`src/rtl/pri_decoder_buffered.sv`:
```
// pri_decoder_buffered: 4-to-16 one-hot decoder behind a 2-entry ready/valid FIFO
module pri_decoder_buffered (
  input  logic        clk,
  input  logic        reset_n,
  input  logic        enable,
  input  logic [3:0]  binary_in,
  input  logic        in_valid,
  output logic        in_ready,
  output logic [15:0] decoder_out,
  output logic        out_valid,
  input  logic        out_ready,
  output logic [7:0]  dec_count
);
  typedef enum logic [1:0] {EMPTY = 2'd0, ONE = 2'd1, FULL = 2'd2} state_t;
  state_t     state_q, state_d;
  logic       wr_ptr_q, wr_ptr_d, rd_ptr_q, rd_ptr_d;
  logic [3:0] mem_q [2];
  logic [3:0] mem_d [2];
  logic [7:0] cnt_q, cnt_d;
  logic       push, pop;
  // handshakes, next-state and decoded head; outputs depend only on registered state
  always_comb begin
    in_ready    = reset_n & enable & (state_q != FULL);
    out_valid   = state_q != EMPTY;
    decoder_out = out_valid ? 16'h0001 << mem_q[rd_ptr_q] : 16'h0000;
    dec_count   = cnt_q;
    push        = in_valid & in_ready;
    pop         = out_valid & out_ready;
    state_d     = (push & ~pop) ? state_t'(state_q + 2'd1) : (pop & ~push) ? state_t'(state_q - 2'd1) : state_q;
    wr_ptr_d    = wr_ptr_q ^ push;
    rd_ptr_d    = rd_ptr_q ^ pop;
    mem_d       = mem_q;
    if (push) mem_d[wr_ptr_q] = binary_in;
    cnt_d       = (pop && cnt_q != 8'hff) ? cnt_q + 8'd1 : cnt_q;
  end
  // control state with asynchronous clear
  always_ff @(posedge clk or negedge reset_n) begin
    if (!reset_n) begin
      state_q  <= EMPTY;
      wr_ptr_q <= 1'b0;
      rd_ptr_q <= 1'b0;
      cnt_q    <= 8'd0;
    end else begin
      state_q  <= state_d;
      wr_ptr_q <= wr_ptr_d;
      rd_ptr_q <= rd_ptr_d;
      cnt_q    <= cnt_d;
    end
  end
  // payload storage is never cleared; it is masked whenever out_valid is low
  always_ff @(posedge clk) begin
    mem_q <= mem_d;
  end
endmodule
```
`config.mk`:
```
export PLATFORM = sky130hd
export DESIGN_NAME = pri_decoder_buffered
export DESIGN_NICKNAME = d
export VERILOG_FILES = /design/src/rtl/pri_decoder_buffered.sv
export SDC_FILE = /design/constraint.sdc
export NUM_CORES = 1
export LEC_CHECK = 0
export CAP_MARGIN = 5
export CORE_MARGIN = 2
export CORE_UTILIZATION = 40
export CTS_BUF_LIST = sky130_fd_sc_hd__clkbuf_2
export DETAILED_ROUTE_END_ITERATION = 7
export PLACE_DENSITY = 0.71
export SYNTH_ARGS = -nofsm -noshare
export SYNTH_HDL_FRONTEND = slang
export SYNTH_SLANG_ARGS = --single-unit
```
`constraint.sdc`:
```
create_clock -name clk -period 3 [get_ports clk]
set_clock_uncertainty 0.15 [all_clocks]
set_input_delay 0.6 -clock clk [delete_from_list [all_inputs] [get_ports clk]]
set_output_delay 0.6 -clock clk [all_outputs]
set_load 0.1 [all_outputs]
```
=== Word-level counts from Yosys, hierarchy flattened ===
Cells that the tools add are included.

* Flip-flop bits (word level): 20
* Input bits: 9

* Add/subtract/negate cells: 3
* Order comparisons: 3
* Equal/unequal tests: 2
* Shift-type cells: 1
* Multiplexer cells: 9
* Bitwise logic cells: 12
* Reduce and logical (&&, ||, !) cells: 4

{| class="wikitable"
|+ Operators by type and width
! operator !! number
|-
| 2-to-1 mux 16 bit || 1
|-
| 2-to-1 mux 4 bit || 4
|-
| left shift 1 x 4 -> 16 bit, first input constant || 1
|-
| adder 8 x 1 -> 8 bit, second input constant || 1
|-
| bitwise mux 8 bit || 1
|-
| != test 8 bit, second input constant || 1
|-
| bitwise AND 1 bit || 6
|-
| demux 4 bit (select 1 bit) || 1
|-
| >= comparator 2 bit, second input constant || 2
|-
| 2-to-1 mux 2 bit || 2
|-
| NOT 1 -> 2 bit || 2
|-
| nonzero test 2 bit || 2
|-
| adder 2 x 1 -> 2 bit, second input constant || 1
|-
| logical AND 1 bit || 2
|-
| less-than comparator 2 x 1 -> 1 bit, second input constant || 1
|-
| != test 2 bit, second input constant || 1
|-
| NOT 1 bit || 2
|-
| subtractor 2 x 1 -> 2 bit, second input constant || 1
|-
| bitwise XOR 1 bit || 2
|}

=== Longest topological paths before layout ===
Gate-level depths: netlist (run 1).

* Depth after elaboration: 7
* Depth in mapped cells: 7
* Mapped depth without buffers: 7

=== Least setup slack after synthesis (run 1) ===
OpenSTA, ideal clock, no wires.

* Kind: reg2out
* Start: reg state_q[0]
* End: out decoder_out[14]
* Arrival: 3.704 ns
* Required time: 2.250 ns
* Setup slack: -1.454 ns
* Cell stages (with the launch flop): 5
* Buffers on the path: 1
* Cell sequence: dfrtp_1 -> or2_2 -> clkbuf_1 -> nand2_1 -> nor3_1

* Longest elaborated chain between the ends: 2

{| class="wikitable"
|+ RTL lines
! item !! line !! source
|-
| start: declaration || 15 || <nowiki>state_t state_q, state_d;</nowiki>
|-
| start signal: assignment || 44 || <nowiki>state_q <= state_d;</nowiki>
|-
| nonzero test 2 bit || 24 || <nowiki>out_valid = state_q != EMPTY;</nowiki>
|-
| net out_valid || 10 || <nowiki>output logic out_valid,</nowiki>
|-
| 2-to-1 mux 16 bit || 25 || <nowiki>decoder_out = out_valid ? 16'h0001 << mem_q[rd_ptr_q] : 16'h0000;</nowiki>
|-
| end: declaration || 9 || <nowiki>output logic [15:0] decoder_out,</nowiki>
|}

The timed path passes the listed nets, and every way through them passes these cells.

=== Worst setup path in the final report (run 1) ===
* Start: reg rd_ptr_q
* End: out decoder_out[1]

* Longest elaborated chain between the ends: 6

{| class="wikitable"
|+ RTL lines
! item !! line !! source
|-
| start: declaration || 16 || <nowiki>logic wr_ptr_q, wr_ptr_d, rd_ptr_q, rd_ptr_d;</nowiki>
|-
| start signal: assignment || 46 || <nowiki>rd_ptr_q <= rd_ptr_d;</nowiki>
|-
| NOT 1 -> 2 bit (implied by the code) || 25 ||
|-
| 2-to-1 mux 4 bit (implied by the code) (3 in series) || 25 ||
|-
| left shift 1 x 4 -> 16 bit || 25 ||
|-
| 2-to-1 mux 16 bit || 25 ||
|}

Every way passes these cells. The select of a mux whose other input is x is not followed.

==> results.ini, run 1 <==
[run_status]
status = complete, no violations

[setup_path]
path_max_fanout = 13
end_kind = primary output
cp_data_required_time_ps = 2250
startpoint_type = flop
worstSetupPathType = reg2out
critPathArrivalTime_ps = 2070
worstReg2RegEnd = state_q[1]
ff2ff_path_depth = 6
timing.rr.start = state_q[0]
reg2reg_slack_ps = 1280

[sta]
worstMarginPinSlew_ps = 558
finalSetupTns_ps = 0
finalHoldViolCount = 0
fmax_mhz = 355
fin_crit_sh = 0.939
rsz0062_at_grt = false
slew_headroom = 0.626
slew_violations = 0
setup_viol = 0
min_period_ps = 2820

[routing]
drtPass1Iterations = 4
wl_met1_um = 975
drcViolationCount = 0
num_vias = 920
first_iter_violations = 12
wl_mm = 2.16
routed.top_layer = met4
drt-vias-per-instance = 5.29
dr_wl_met3_um = 120
detail_route.wl_per_cell_um = 12.4
wl_met2_mm = 1.03
antenna_left = 0

[worst_hold_path]
hold_end = dec_count[0]
hp-class = reg2reg
hold_path.startpoint = dec_count[0]
min_path_cells = 1

[placement]
dp_hpwl_mm = 1.77
gp_congestion = 0.726
port_buffers = 34

[layout]
syn2layout_area_growth_pct = 56.8
antenna_cells = 0
layout-drive-gt1-share = 0.382
final_nets = 158

[yosys]
async_flop_share = 0.600
synth_nets = 119
synth-main-ff-cell = dfrtp_1
netlist_instances = 106
netlist_area_mm2 = 0.00108
postSynthAreaPerCell_um2 = 10.2
seq_area_frac_synth = 0.501
synth_edf_count = 8
synth_cell_types = 35
ys.warnings.count = 0
ys_seq_elements = 20

[clock_tree]
cts_hold_buffers = 0
ctsResizeCount = 0
clkLatencyLatePin_ps = 300
clkTransAtPathRegs_ps = 160
post-cts-setup-buffer-count = 0
cts-root-buf = clkbuf_2
cts_made_buffers = 3
cts_max_level = 1
cts_buffer_depth = 2
cts_tree = built
cts_num_sinks = 20

[die]
ioPinCount = 35
floorplan.initialDensity = 0.428
fp-row-count = 18
die-area_mm2 = 0.00313
coreArea_mm2 = 0.00252
fp.dieH_um = 56.0
die_w_um = 56.0

[grt]
globalRoute.totalOverflow = 0
antenna_found_initial = 0
grt_pass1_wl_mm = 3.77
grt_max_degree = 14
grt_pass1_vias = 835
grt_use_total = 0.151

[flow_run]
maxCapViolations = 0

==> worst max-delay path by stage <==
stage               startpoint        endpoint  cells past startpoint
global placement      rd_ptr_q  decoder_out[1]                      4
global route          rd_ptr_q  decoder_out[1]                      4
finish                rd_ptr_q  decoder_out[1]                      4
floorplan           state_q[0]  decoder_out[0]                      4
CTS                   rd_ptr_q  decoder_out[1]                      4
detailed placement    rd_ptr_q  decoder_out[1]                      4
==> Yosys cell counts, types with 2 or more instances <==
master    instances  area, um2
edfxtp_1          8        240
nand4_1           3       18.8
dfrtp_1          12        300
xnor2_1           3       26.3
a211oi_1          2       15.0
nor2_1           19       71.3
mux2_2            3       33.8
a21oi_1           3       15.0
and2_1            2       12.5
xor2_1            2       17.5
inv_1             5       18.8
nor3_1            4       20.0
ha_1              4       50.1
nand2_1           6       22.5
mux2i_1           3       30.0
nand3_1           6       30.0
a31oi_1           3       18.8
==> sequential cells by signal (all words and copies together), names as in the netlist <==
register,flops
mem_q,8
state_q,2
dec_count,8
wr_ptr_q,1
rd_ptr_q,1
==> metrics by stage <==
step / instance area, um2 / setup WS (ps) / util / hold slack (ps) / cells
2_1_floorplan: 1140 / 63.7 / - / 154 / 106
3_3_place_gp: 1670 / 632 / 0.663 / 368 / 170
3_5_place_dp: 1670 / 527 / 0.663 / 366 / 170
4_1_cts: 1690 / 164 / 0.671 / 392 / 174
5_1_grt: 1690 / 60.0 / 0.671 / 428 / 174
6_report: 1690 / 183 / 0.671 / 386 / 174
==> per-layer routing <==
metal | vias to the layer above | global-route usage
met5 | - | 0
met4 | 0 | 0.0612
met1 | 424 | 0.201
met2 | 34 | 0.250
li1 | 457 | -
met3 | 5 | 0.0163
==> cell families (layout without fill, tap and decap cells) <==
logic type / Yosys count / in the layout / share of synthesized area
buf+inv: 8 / 46 / 0.0313
xor+xnor: 5 / 5 / 0.0406
compound gates: 16 / 16 / 0.110
fa+ha+maj: 4 / 4 / 0.0464
mux: 7 / 7 / 0.0695
flops: 20 / 20 / 0.501
simple gates: 46 / 46 / 0.202
==> cell usage in the layout (no fill, tap or decap), drive strengths merged, types with 2 or more instances in the layout <==
cell	count
inv	6
mux2i	3
nand3	6
o21a	2
nand2	6
xnor2	3
mux2	4
a31oi	3
clkdlybuf4s50	8
nand4	3
buf	28
and2	2
xor2	2
nor3	4
a211oi	2
dfrtp	12
nor2	19
edfxtp	8
a21oi	3
clkbuf	4
ha	4
==> critical path, cell delays in order (launching register included) <==
cell and delay, ps:
dfrtp_1 640, mux2i_1 420, nand3_1 290, nor2_2 220, buf_12 200
==> final cells by class <==
type	instances	area, um2
inverters	6	25.0
clock buffers	4	20.0
multi-input cells	78	567
repair buffers	36	503
flip-flops and latches	20	541
well taps	30	37.5
fillers	202	830
Power of run 1 is left out: the tool's default activity adds up to more than one toggle a clock period on the data nets, which glitch-free logic cannot reach.
==> run 2, diff against run 1 <==
- CTS_CLUSTER_SIZE: default -> 25
==> results of run 2 <==
Same layout as run 1: the final DEF is identical, and so are final timing and power.
Power of run 2 is left out for the same reason.
==> run 3, diff against run 2 <==
- CAP_MARGIN: 5 -> 10
- CORE_ASPECT_RATIO: default -> 1.25
- CTS_CLUSTER_SIZE: 25 -> default
==> run 3 against run 2 <==
- global-route usage up 0.83 points
- critical path depth unchanged
- final cell count is 2.3% higher
- flip-flop and latch count did not move
- setup slack improved by 16 ps
- register-to-register slack worse by 20 ps
- wire length increased by 4.4%
- sequential share of layout area is 0.094 points lower
- first-iteration DRC count increased by 33%
- fmax is 0.58% higher
- count of clock-buffer cells in the layout did not move
- largest cell class unchanged
==> results.ini, run 3 (synthesized netlist as in run 1, its figures left out) <==
[grt]
met3_usage = 0.0287  ; +0.0124
antenna_found_initial = 0  ; unchanged
grt_busiest_layer = met2
grt_pass1_vias = 823  ; -1.4%
use_met1 = 0.157  ; -0.0446
grt_use_total = 0.159  ; +0.00830
grt_max_degree = 14  ; unchanged
grt_pass1_wl_mm = 3.63  ; -3.7%
met2_usage = 0.320  ; +0.0695
globalRoute.totalOverflow = 0  ; unchanged

[layout]
layout-drive-gt1-share = 0.382  ; unchanged
antenna_cells = 0  ; unchanged
final_cell_mix = 17 x buf_12, 14 x nor2_2, 12 x dfrtp_1
final_nets = 158  ; unchanged
layout_commonest_cell = buf_12
syn2layout_area_growth_pct = 57.2
fillCellCount = 219  ; +8.4%

[sta]
finalSetupTns_ps = 0  ; unchanged
fmax_mhz = 357  ; +0.58%
min_period_ps = 2800  ; -16.3 ps
fin_crit_sh = 0.934  ; -0.00543
finalHoldViolCount = 0  ; unchanged
slew_headroom = 0.600  ; -0.0261
setup_viol = 0  ; unchanged
worstMarginPinSlew_ps = 597  ; +38.9 ps
rsz0062_at_grt = false
slew_violations = 0  ; unchanged

[run_status]
status = complete, no violations

[routing]
wl_mm = 2.26  ; +4.4%
drt-vias-per-instance = 5.21  ; -1.5%
drtPass1Iterations = 4  ; unchanged
drcViolationCount = 0  ; unchanged
antenna_left = 0  ; unchanged
detail_route.wl_per_cell_um = 12.7  ; +2.0%
first_iter_violations = 16  ; +4
num_vias = 927  ; +0.76%

[clock_tree]
ctsResizeCount = 0  ; unchanged
cts_buffer_depth = 2  ; unchanged
cts-root-buf = clkbuf_2
cts_hold_buffers = 0  ; unchanged
clkTransAtPathRegs_ps = 170  ; about the same
clkLatencyLatePin_ps = 310  ; about the same
post-cts-setup-buffer-count = 0  ; unchanged
cts_made_buffers = 3  ; unchanged
cts_num_sinks = 20  ; unchanged
cts_max_level = 1  ; unchanged
cts_tree = built

[setup_path]
worstSetupPathType = reg2out
timing.rr.start = dec_count[0]
worstReg2RegEnd = dec_count[5]
reg2reg_slack_ps = 1260  ; -20 ps
path_max_fanout = 13  ; unchanged
critical_path.cell_chain = mux2i_1, nand3_1, nor2_2, buf_12
path_buf_inv = 1  ; unchanged
path_delay_family = flip-flops
slowest_stage = dfrtp_1
critPathArrivalTime_ps = 2050  ; -20 ps
end_kind = primary output
cp.depth = 4  ; unchanged
max_stage_delay_ps = 640  ; about the same
ff2ff_path_depth = 4  ; -2
startpoint_type = flop
cp_data_required_time_ps = 2250  ; about the same

[die]
ioPinCount = 35  ; unchanged
coreArea_mm2 = 0.00263  ; +4.2%
fp-row-count = 21  ; +3
die-area_mm2 = 0.00313  ; about the same
fp.dieH_um = 62.1  ; +11%
die_w_um = 50.5  ; -9.8%
floorplan.initialDensity = 0.411  ; -0.0171

[placement]
dp_hpwl_mm = 1.92  ; +8.2%
gp_congestion = 0.767  ; +5.7%
port_buffers = 34  ; unchanged

[worst_hold_path]
hold_end = dec_count[0]
min_path_cells = 1  ; unchanged
hp-class = reg2reg
hold_path.startpoint = dec_count[0]

[flow_run]
maxCapViolations = 0  ; unchanged

==> run 3: cell counts in the layout (fill, tap and decap cells not counted) <==
Identical to the previous run, type by type.
==> run 3: area by class of cell <==
class	instances	area (um2)	area share
clock buffer	4	20.0	0.0118
multi-input combinational	78	567	0.334
tap	34	42.5	0.0251
timing repair buffer	36	503	0.296
inverter	6	25.0	0.0147
sequential	20	541	0.318
==> run 3: how the worst max path moves through the flow <==
stage | end | slack [ps] | from
after global placement | state_q[1] | 610 | reset_n
after CTS | decoder_out[2] | 200 | rd_ptr_q
after floorplan | decoder_out[0] | 60 | state_q[0]
after detailed placement | decoder_out[2] | 570 | rd_ptr_q
after global routing | decoder_out[0] | 10 | rd_ptr_q
final | decoder_out[2] | 200 | rd_ptr_q
==> run 3: metrics by stage <==
| step | instance area [um2] | util | cells | hold slack, ps | setup WS (ps) |
|---|---|---|---|---|---|
| 2_1_floorplan | 1140 | - | 106 | 154 | 63.7 |
| 3_3_place_gp | 1680 | 0.639 | 174 | 363 | 613 |
| 3_5_place_dp | 1680 | 0.639 | 174 | 393 | 572 |
| 4_1_cts | 1700 | 0.646 | 178 | 420 | 196 |
| 5_1_grt | 1700 | 0.646 | 178 | 445 | 13.7 |
| 6_report | 1700 | 0.646 | 178 | 415 | 199 |
==> run 3: routing by layer <==
metal | vias to the layer above | wire length (um)
li1 | 457 | -
met1 | 430 | 854
met2 | 35 | 1240
met3 | 5 | 124
met4 | 0 | 42
met5 | - | 0
Power of run 3 is left out for the same reason.
